$ cat src/rtl/kb_scan_ctrl.sv
// Purpose: PS/2 set-2 scancode sequencer; strips E0/F0/E1 prefixes and link-control bytes, tracks modifiers, emits one key event at a time.
// Latency: event visible on o_ev_valid 1 cycle after the final byte's i_byte_en strobe.
// Backpressure: one-entry event register; an emit while an event is still held and not taken is dropped and sets sticky o_overflow.
// Optional build macro: KB_TYPEMATIC_FILTER_EN suppresses repeated makes of the key that is still held.
module kb_scan_ctrl #(
   parameter int PAUSE_SKIP = 7
) (
   input  logic       clk,
   input  logic       i_sclr,
   input  logic       i_byte_en,
   input  logic [7:0] i_byte,
   input  logic       i_ev_ready,
   output logic       o_ev_valid,
   output logic [7:0] o_ev_code,
   output logic       o_ev_brk,
   output logic       o_ev_ext,
   output logic [3:0] o_mods,
   output logic       o_overflow
);

   typedef enum logic [2:0] {
      S_IDLE,
      S_EXT,
      S_BRK,
      S_EXTBRK,
      S_PAUSE
   } state_t;

   localparam logic [3:0] SKIP_LD = 4'(PAUSE_SKIP);

   state_t     state, state_nxt;
   logic [3:0] skip_cnt, skip_cnt_nxt;

   // decoded event from the current byte, before handshake and filtering
   logic       emit;
   logic [7:0] em_code;
   logic       em_brk;
   logic       em_ext;
   logic       suppress;
   logic       emit_ok;

   logic       lshift, rshift, lctrl, rctrl, lalt, ralt;
   logic       caps_lock, caps_held;
   logic       is_ctrl_byte;

   // link-control bytes never carry key information
   always_comb begin
      is_ctrl_byte = 1'b0;
      case (i_byte)
         8'h00, 8'hAA, 8'hEE, 8'hFA,
         8'hFC, 8'hFD, 8'hFE, 8'hFF: is_ctrl_byte = 1'b1;
         default:                    is_ctrl_byte = 1'b0;
      endcase
   end

   // state register and pause skip counter
   always_ff @(posedge clk) begin
      if (i_sclr) begin
         state    <= S_IDLE;
         skip_cnt <= 4'd0;
      end else begin
         state    <= state_nxt;
         skip_cnt <= skip_cnt_nxt;
      end
   end

   // next-state decode; prefixes seen mid-sequence restart decoding as if from IDLE
   always_comb begin
      state_nxt    = state;
      skip_cnt_nxt = skip_cnt;
      emit         = 1'b0;
      em_code      = i_byte;
      em_brk       = 1'b0;
      em_ext       = 1'b0;
      if (i_byte_en) begin
         if (state == S_PAUSE) begin
            // pause bytes are only counted, never decoded
            if (skip_cnt <= 4'd1) begin
               emit         = 1'b1;
               em_code      = 8'hE1;
               state_nxt    = S_IDLE;
               skip_cnt_nxt = 4'd0;
            end else begin
               skip_cnt_nxt = skip_cnt - 4'd1;
            end
         end else if (is_ctrl_byte) begin
            state_nxt = S_IDLE;
         end else if (i_byte == 8'hE0) begin
            state_nxt = S_EXT;
         end else if (i_byte == 8'hF0) begin
            state_nxt = (state == S_EXT) ? S_EXTBRK : S_BRK;
         end else if ((i_byte == 8'hE1) && (state == S_IDLE)) begin
            state_nxt    = S_PAUSE;
            skip_cnt_nxt = SKIP_LD;
         end else begin
            emit      = 1'b1;
            em_brk    = (state == S_BRK) || (state == S_EXTBRK);
            em_ext    = (state == S_EXT) || (state == S_EXTBRK);
            state_nxt = S_IDLE;
         end
      end
   end

`ifdef KB_TYPEMATIC_FILTER_EN
   logic [8:0] last_key;
   logic       last_held;
   logic       last_match;

   assign last_match = (last_key == {em_ext, em_code});
   assign suppress   = emit && !em_brk && last_held && last_match;

   // remember the last make so auto-repeat of a held key is swallowed
   always_ff @(posedge clk) begin
      if (i_sclr) begin
         last_key  <= 9'd0;
         last_held <= 1'b0;
      end else if (emit) begin
         if (!em_brk && !suppress) begin
            last_key  <= {em_ext, em_code};
            last_held <= 1'b1;
         end else if (em_brk && last_match) begin
            last_held <= 1'b0;
         end
      end
   end
`else
   assign suppress = 1'b0;
`endif

   assign emit_ok = emit && !suppress;

   // modifier tracking follows every decoded key, even ones dropped or filtered
   always_ff @(posedge clk) begin
      if (i_sclr) begin
         lshift    <= 1'b0;
         rshift    <= 1'b0;
         lctrl     <= 1'b0;
         rctrl     <= 1'b0;
         lalt      <= 1'b0;
         ralt      <= 1'b0;
         caps_lock <= 1'b0;
         caps_held <= 1'b0;
      end else if (emit) begin
         // E0 12 is the print-screen fake shift and is deliberately ignored
         if (!em_ext) begin
            case (em_code)
               8'h12: lshift <= !em_brk;
               8'h59: rshift <= !em_brk;
               8'h14: lctrl  <= !em_brk;
               8'h11: lalt   <= !em_brk;
               8'h58: begin
                  if (em_brk) begin
                     caps_held <= 1'b0;
                  end else if (!caps_held) begin
                     caps_lock <= !caps_lock;
                     caps_held <= 1'b1;
                  end
               end
               default: ;
            endcase
         end else begin
            case (em_code)
               8'h14:   rctrl <= !em_brk;
               8'h11:   ralt  <= !em_brk;
               default: ;
            endcase
         end
      end
   end

   assign o_mods = {caps_lock, lalt | ralt, lctrl | rctrl, lshift | rshift};

   // single-entry event register with sticky drop flag
   always_ff @(posedge clk) begin
      if (i_sclr) begin
         o_ev_valid <= 1'b0;
         o_ev_code  <= 8'd0;
         o_ev_brk   <= 1'b0;
         o_ev_ext   <= 1'b0;
         o_overflow <= 1'b0;
      end else if (emit_ok) begin
         if (!o_ev_valid || i_ev_ready) begin
            o_ev_valid <= 1'b1;
            o_ev_code  <= em_code;
            o_ev_brk   <= em_brk;
            o_ev_ext   <= em_ext;
         end else begin
            o_overflow <= 1'b1;
         end
      end else if (i_ev_ready) begin
         o_ev_valid <= 1'b0;
      end
   end

endmodule

$ cat config.mk
export PLATFORM = sky130hd
export DESIGN_NAME = kb_scan_ctrl
export DESIGN_NICKNAME = d
export VERILOG_FILES = /design/src/rtl/kb_scan_ctrl.sv
export SDC_FILE = /design/constraint.sdc
export NUM_CORES = 1
export LEC_CHECK = 0
export BUFFER_PORTS_ARGS = -buffer_cell sky130_fd_sc_hd__buf_2
export CELL_PAD_IN_SITES_DETAIL_PLACEMENT = 1
export CELL_PAD_IN_SITES_GLOBAL_PLACEMENT = 1
export CORE_ASPECT_RATIO = 0.9
export CORE_MARGIN = 1
export CORE_UTILIZATION = 45
export CTS_CLUSTER_DIAMETER = 60
export DETAILED_ROUTE_END_ITERATION = 8
export PLACE_DENSITY_LB_ADDON = 0.1
export SKIP_LAST_GASP = 1
export SLEW_MARGIN = 10
export SYNTH_ARGS = -nofsm -noshare
export SYNTH_HDL_FRONTEND = slang
export SYNTH_SLANG_ARGS = --single-unit
export TNS_END_PERCENT = 5
$ cat constraint.sdc
create_clock -name clk -period 4.3 [get_ports clk]
set_input_delay 0.86 -clock clk [delete_from_list [all_inputs] [get_ports clk]]
set_output_delay 0.86 -clock clk [all_outputs]
set_load 0.02 [all_outputs]
# Word level (Yosys, flattened, before mapping)
# Cells that the tools add are included.
# totals
ff_bits	27
out_inout_bits	16
# classes
n_addsub	1
order_cmp	1
n_eq_ne	24
mux	40
bitwise_logic	7
n_reduce_logical	25
# ops
cell	n
8-bit equality test, second input constant	10
1-bit 2-to-1 mux	25
8-bit by 5-bit equality test with 1-bit output, second input constant	3
4-bit 2-to-1 mux	6
8-bit 2-to-1 mux	3
3-bit AND reduction	7
3-bit 2-to-1 mux	6
8-bit by 7-bit equality test with 1-bit output, second input constant	2
5-bit AND reduction	2
8-bit zero test	1
2-bit AND reduction	4
8-bit OR reduction	1
3-bit by 2-bit equality test with 1-bit output, second input constant	2
2-bit by 1-bit inequality test with 1-bit output, second input constant	3
4-bit by 1-bit <= comparator with 1-bit output, second input constant	1
2-bit inequality test, second input constant	2
1-bit NOT	4
2-bit nonzero test	2
4-bit by 1-bit subtractor with 4-bit output, second input constant	1
3-bit by 1-bit equality test with 1-bit output, second input constant	1
3-bit equality test, second input constant	1
1-bit zero test	3
3-bit zero test	1
1-bit logical OR	3
2 further kinds	4

# Logic depth before layout (Yosys ltp)
# Gate-level depths: netlist (run 1).
# depth
ltp_word	10
ltp_mapped	8
depth_no_buf	7

# Worst setup path after synthesis (run 1)
# OpenSTA, ideal clock, no wires.
# synth_path
kind	input-to-reg
startpoint	input port i_byte[6]
endpoint	register o_ev_brk
arrival_ns	2.389
required_ns	4.179
slack_ns	1.789
stages	6
path_buffers	1
path_cell_list	buf_6 -> and3_4 -> a41o_2 -> a32o_2 -> nor3_4 -> mux2_4
# synth_between
elab_chain_len	9
# synth_rtl
item	line_no	text
from (decl)	11	input logic [7:0] i_byte,
8-bit equality test	92	end else if ((i_byte == 8'hE1) && (state == S_IDLE)) begin
1-bit logical AND	92	
1-bit 2-to-1 mux	92	
1-bit 2-to-1 mux	90	end else if (i_byte == 8'hF0) begin
1-bit 2-to-1 mux	88	end else if (i_byte == 8'hE0) begin
1-bit 2-to-1 mux	86	end else if (is_ctrl_byte) begin
1-bit 2-to-1 mux	76	if (state == S_PAUSE) begin
1-bit 2-to-1 mux	75	if (i_byte_en) begin
2-bit AND reduction (no source line)	-	
to (signal assigned)	185	o_ev_brk <= em_brk;
to (decl)	15	output logic o_ev_brk,
# Parallel ways exist; a longest one is shown, timed or not.
# A chain may end at the register's enable or synchronous reset.

# Worst setup path in the final report (run 1)
# layout_path
startpoint	input port i_byte_en
endpoint	register o_ev_brk
# layout_between
elab_chain_len	2
# layout_rtl
item	line_no	text
from (decl)	10	input logic i_byte_en,
1-bit 2-to-1 mux	75	
2-bit AND reduction (no source line)	-	
# Parallel ways exist; a longest one is shown, timed or not.

==> flow_summary.ini, run 1 <==
[finish]
area.growth.synth_to_final_pct = 9.841
layout_common_cells = 27 x dfxtp_1, 27 x buf_2, 14 x nor2_1
n_antenna_cell = 0
layout.nets = 234
final_design_area_no_fill_mm2 = 0.001899
nFillCells = 444
post_route_cells_drive_above_1_share = 0.2603

[placed_design]
dp.final_hpwl_um = 3780
finalWeightedCongestion = 0.9748
place_area_mm2 = 0.001853
buffer_ports.inserted = 27

[critical_path]
ff2ff_setup_slack_ps = 1810
cp_data_required_time_ps = 4480
register_to_register_path_depth = 7
cp_max_fo = 10
worstReg2RegStart = skip_cnt[0]
cp.arrival_ps = 2700
startpoint_of_the_most_critical_setup_path = i_byte_en
critPathCaptureType = flip-flop
capturing_instance_or_port_of_the_critical_path = o_ev_brk
timing.rr.end = o_ev_brk
critical_path_class = in2reg
setup.worst_path.start_class = input pin

[floorplanning]
core_region_area_mm2 = 0.003528
fp-row-count = 20
die_h_um = 60.81
chip_width_um = 67.34
design.die.area_mm2 = 0.004095
starting_density = 0.4901
ioPinCount = 28

[sta]
setup-violations-final = 0
grt_setup_unrepaired = false
clock.fmax_mhz = 396.9
hold_viol = 0
whs_ps = 469.3
min_period_ps = 2520
post-route-period-util = 0.5860
final.setup_skew_ps = 3.214
slew_headroom = 0.6082
final_max_slew_viol_count = 0
totalNegativeSetupSlack_ps = 0
tightestPinTransition_ps = 587.7

[power]
finalPower_uw = 509.8
power.sequential.fraction = 0.518
clkPwrFrac = 0.296
power.density_mw_per_mm2 = 268.4
power.static_leakage_nw = 0.7678
p_int_uw = 356.5
vdd_drop_max_uv = 158.2
p_switching_uw = 153.4
switching_share = 0.3008
combPwrFrac = 0.186

[clocking]
clock_latency_ps = 280
ctsRootBufferMaster = clkbuf_8
ctsHtreeMaxLevel = 1
clk_slew_on_worst_s_h_paths_ps = 100
clock-sinks = 27
cts_hold_repair.buffers = 0
cts_buffer_depth = 2
numCtsBuffers = 3
postCtsResizedCells = 0
post_cts_buffers = 0
cts_tree = yes

[route]
routed-via-count = 1704
wl_met1_um = 2390
met2_length_um = 2327
top_layer = met4
detail_route.vias_per_cell = 6.479
wirelength_um = 5040
detailroute.wirelength.met3_um = 250
initialDrtViolationCount = 122
post_route_ant_nets = 0
route.detailed.drc = 0
wire_per_inst_um = 19.16
detail_route.first_pass.iterations = 4

[logic_synthesis]
synthesized_nets = 213
synthFlopType = dfxtp_1
yosysTopAreaCellShare = 0.3126
ys_ff_latch = 27
post_synth_main_area_contributors = dfxtp_1 31%, a31oi_1 4.0%, nand4_1 3.6%, nor2_1 3.0%, mux2i_1 2.9%
synth_enable_flop_cells = 0
syn-instance-count = 199
avgSynthCellArea_um2 = 8.689
synth-seq-area-share = 0.3126
synth.cell_area_mm2 = 0.001729
synthDistinctLibCells = 64
ys_warn_count = 0
yosys.area.top_type = dfxtp_1
async_flop_share = 0

[worst_hold_path]
class_of_the_tightest_hold_or_removal_check = reg2reg

[grt]
global_route_wire_length_before_repair_um = 7914
grt_pass1_vias = 1588
grt_antenna_before_repair = 0
grt_start_max_net_pins = 23
grt_usage = 0.2637
globalRoute.totalOverflow = 0

[flow_run]
timing.max_cap.violations = 0

[outcome]
status = complete, no violations
==> power groups by stage <==
stage / logic (mW) / registers (mW) / clock network, mW
global placement: 0.0915 / 0.269 / 0
global route: 0.102 / 0.265 / 0.163
detailed placement: 0.0935 / 0.270 / 0
finish: 0.0946 / 0.264 / 0.151
CTS: 0.0939 / 0.264 / 0.153
floorplan: 0.0546 / 0.280 / 0
==> per-layer routing <==
| metal | up-vias | GRT usage |
|---|---|---|
| met1 | 823 | 0.3507 |
| met2 | 61 | 0.4471 |
| met5 | - | 0 |
| li1 | 814 | - |
| met3 | 6 | 0.04511 |
| met4 | 0 | 0.05775 |
==> worst min-delay path by stage <==
| stage | cells past startpoint | slack (ps) | startpoint | endpoint |
|---|---|---|---|---|
| floorplan | 2 | 430 | lalt | lalt |
| global placement | 2 | 440 | o_ev_code[2] | o_ev_code[2] |
| detailed placement | 2 | 450 | lctrl | lctrl |
| CTS | 2 | 470 | lctrl | lctrl |
| global route | 2 | 480 | lctrl | lctrl |
| finish | 2 | 470 | o_ev_code[1] | o_ev_code[1] |
==> state kept, by name, indices dropped and copies added (netlist names) <==
name / flops
o_ev_code: 8
lctrl: 1
rctrl: 1
ralt: 1
state: 3
caps_lock: 1
lshift: 1
caps_held: 1
o_ev_valid: 1
skip_cnt: 4
rshift: 1
o_ev_brk: 1
o_ev_ext: 1
lalt: 1
o_overflow: 1
==> critical path: stages <==
cell and delay, ps:
buf_2 170, and4bb_4 320, nand3_4 160, a32o_2 370, nor3_4 470, mux2_4 340
==> synthesized netlist by cell type, types with 2 or more instances <==
cell and instances:
a211oi_1 6, a21oi_1 7, a311oi_1 4, a31oi_1 11, a41oi_1 2, and3_1 6, and3_4 2, and4_2 2
buf_2 4, buf_4 2, clkbuf_1 3, dfxtp_1 27, ha_1 2, inv_1 6, mux2i_1 5, nand2_1 12
nand2b_1 3, nand3_1 7, nand4_1 10, nor2_1 14, nor2b_1 3, nor3_1 6, nor3b_1 3, o21ai_0 7
or2_2 3, or4_4 4
==> kinds of logic after synthesis <==
family | after synthesis | synth area share
adder cells (fa/ha/maj) | 2 | 0.01447
flip-flops | 27 | 0.3126
buffers and inverters | 17 | 0.05137
AND/OR/NAND/NOR | 90 | 0.3365
XOR/XNOR | 1 | 0.005066
multiplexers | 7 | 0.04414
AO/OA/AOI/OAI | 55 | 0.2359
==> stage by stage <==
stage,instances,setup WS (ps),utilization
after global routing,263,1709,0.5383
after floorplan,199,1789,-
after CTS,263,1794,0.5383
final,263,1780,0.5383
after global placement,259,1522,0.5252
after detailed placement,259,1495,0.5252
==> layout make-up <==
cell class                      instances  area (µm²)  share of cell area
Tap cell                               44       55.05             0.02899
Inverter                                6       22.52             0.01186
Timing Repair Buffer                   27       135.1             0.07115
Multi-Input combinational cell        155        1100              0.5790
Clock buffer                            3       41.29             0.02174
Sequential cell                        27       540.5              0.2846
Clock inverter                          1       5.005            0.002635
Note: power is estimated with default switching activity, not from simulation.
==> run 2: changes to the inputs <==
--- a/config.mk
+++ b/config.mk
@@ -10,7 +10,7 @@
 export CELL_PAD_IN_SITES_GLOBAL_PLACEMENT = 1
 export CORE_ASPECT_RATIO = 0.9
 export CORE_MARGIN = 1
-export CORE_UTILIZATION = 45
+export CORE_UTILIZATION = 42
 export CTS_CLUSTER_DIAMETER = 60
 export DETAILED_ROUTE_END_ITERATION = 8
 export PLACE_DENSITY_LB_ADDON = 0.1
==> constraint.sdc (replaced) <==
create_clock -name clk -period 2.35 [get_ports clk]
set_input_delay 0.47 -clock clk [delete_from_list [all_inputs] [get_ports clk]]
set_output_delay 0.47 -clock clk [all_outputs]
set_load 0.02 [all_outputs]
==> run 2 against run 1 <==
  * Critical path depth increased by 1
  * Via count rose by 1.3%
  * Sequential power up 83%
  * Global-route usage down 1.3 points
  * First-iteration DRC count shrank 58%
==> flow_summary.ini, run 2 (synthesis results as in run 1) <==
[sta]
post-route-period-util = 0.9655
min_period_ps = 2269
final.setup_skew_ps = 2.012
clock.fmax_mhz = 440.7
whs_ps = 470.7
slew_headroom = 0.5799
tightestPinTransition_ps = 627.8
hold_viol = 0
grt_setup_unrepaired = true
worst_slack_ps = 81.09
totalNegativeSetupSlack_ps = 0
setup-violations-final = 0
final_max_slew_viol_count = 0

[critical_path]
path_buf_inv = 1
cpPeakStageDelay_ps = 390
critPathCaptureType = flip-flop
critical_path_class = reg2reg
path_delay_family = simple AND/OR/NAND/NOR gates
crit_cells = 7
ff2ff_setup_slack_ps = 80
cp.arrival_ps = 2460
cp_max_fo = 6
register_to_register_path_depth = 7
critical_path.cell_chain = inv_1, ha_1, or2_0, and3_2, nor3b_1, a41oi_1, a311oi_1
timing.rr.end = caps_held
worst_path_slowest_cell = dfxtp_1
worstReg2RegStart = skip_cnt[0]
setup.worst_path.start_class = flip-flop
cp_data_required_time_ps = 2540

[finish]
post_route_cells_drive_above_1_share = 0.3077
final-instance-count-excl-fill = 280
layout.nets = 249
area.growth.synth_to_final_pct = 17.51
layout_common_cells = 27 x dfxtp_1, 27 x buf_2, 14 x nor2_1, 14 x buf_4, 12 x nand2_1
layout_top_registers = o_ev_code: 8 flops, skip_cnt: 4 flops, state: 3 flops
n_antenna_cell = 0
postLayoutCoreUtil = 0.5297
regMostFlops = o_ev_code
final_design_area_no_fill_mm2 = 0.002032
largest_register_ff_count = 8

[placed_design]
buffer_ports.inserted = 27
dp.final_hpwl_um = 4148
dpl.cell_count = 275
dp_worst_setup_slack_ps = 10.55
finalWeightedCongestion = 0.9056
place_area_mm2 = 0.001961

[floorplanning]
fp-row-count = 21
ioPinCount = 28
die_h_um = 62.87
starting_density = 0.4508
design.die.area_mm2 = 0.004378
core_region_area_mm2 = 0.003836
chip_width_um = 69.64

[outcome]
status = complete, no violations

[power]
vdd_drop_max_uv = 255.4
power.static_leakage_nw = 0.8454
power.density_mw_per_mm2 = 467.3
finalPower_uw = 949.4

[worst_hold_path]
timing.hold.worst_endpoint = lctrl
hold_path_startpoint = lctrl
hold_path_depth = 2
class_of_the_tightest_hold_or_removal_check = reg2reg

[grt]
grt_antenna_before_repair = 0
grt_pass1_vias = 1773
globalRoute.totalOverflow = 0
global_route_wire_length_before_repair_um = 8783
grt_usage = 0.2503
grt_start_max_net_pins = 22

[clocking]
cts_buffer_depth = 2
ctsRootBufferMaster = clkbuf_8
clock-sinks = 27
clock_latency_ps = 270
clk_slew_on_worst_s_h_paths_ps = 90
ctsHtreeMaxLevel = 1
numCtsBuffers = 3
cts_tree = yes

[route]
wirelength_um = 5288
route.detailed.drc = 0
detail_route.first_pass.iterations = 4
routed-via-count = 1726
post_route_ant_nets = 0
detail_route.vias_per_cell = 6.164
wire_per_inst_um = 18.89
initialDrtViolationCount = 51

[flow_run]
timing.max_cap.violations = 0
==> run 2: report_power, final <==
group          switching, mW  total [mW]  leakage, nW  internal [mW]
clock                  0.150       0.272       0.0228          0.122
sequential           0.00902       0.483        0.220          0.474
combinational          0.120       0.194        0.603         0.0749
total                  0.279       0.949        0.845          0.671
==> run 2: worst max-delay path by stage <==
stage	startpoint	to	slack (ps)
finish	skip_cnt[0]	caps_held	80
global route	skip_cnt[0]	caps_held	-90
CTS	skip_cnt[0]	caps_lock	20
detailed placement	i_byte[7]	o_ev_brk	10
global placement	i_byte[7]	o_ev_brk	80
floorplan	i_byte[6]	o_ev_brk	230
==> run 2: timing repair <==
action                                  CTS  global route
setup buffers                             0             1
endpoints found under the setup margin    0             8
gates resized for setup                   0             1
hold buffers                              0             0
endpoints found under the hold margin     0             0
==> run 2: worst reg2reg max path, stage by stage (launching register included) <==
cell and delay [ps]:
dfxtp_1 390, inv_1 80, ha_1 240, or2_0 340, and3_2 320, nor3b_1 390
a41oi_1 170, a311oi_1 260
==> run 2: layout make-up <==
cell class	instances	area [µm²]
fill	480	1804
multi-input combinational	155	1106
sequential	27	540.5
timing repair buffer	42	260.3
tap	46	57.56
clock buffer	4	45.04
inverter	6	22.52
==> run 2: routing by layer <==
| metal | wire length [µm] | track usage | share of wire |
|---|---|---|---|
| met1 | 2605 | 0.3452 | 0.49 |
| met2 | 2446 | 0.4138 | 0.46 |
| met3 | 157 | 0.03871 | 0.030 |
| met5 | 0 | 0 | 0 |
| met4 | 78 | 0.05250 | 0.015 |
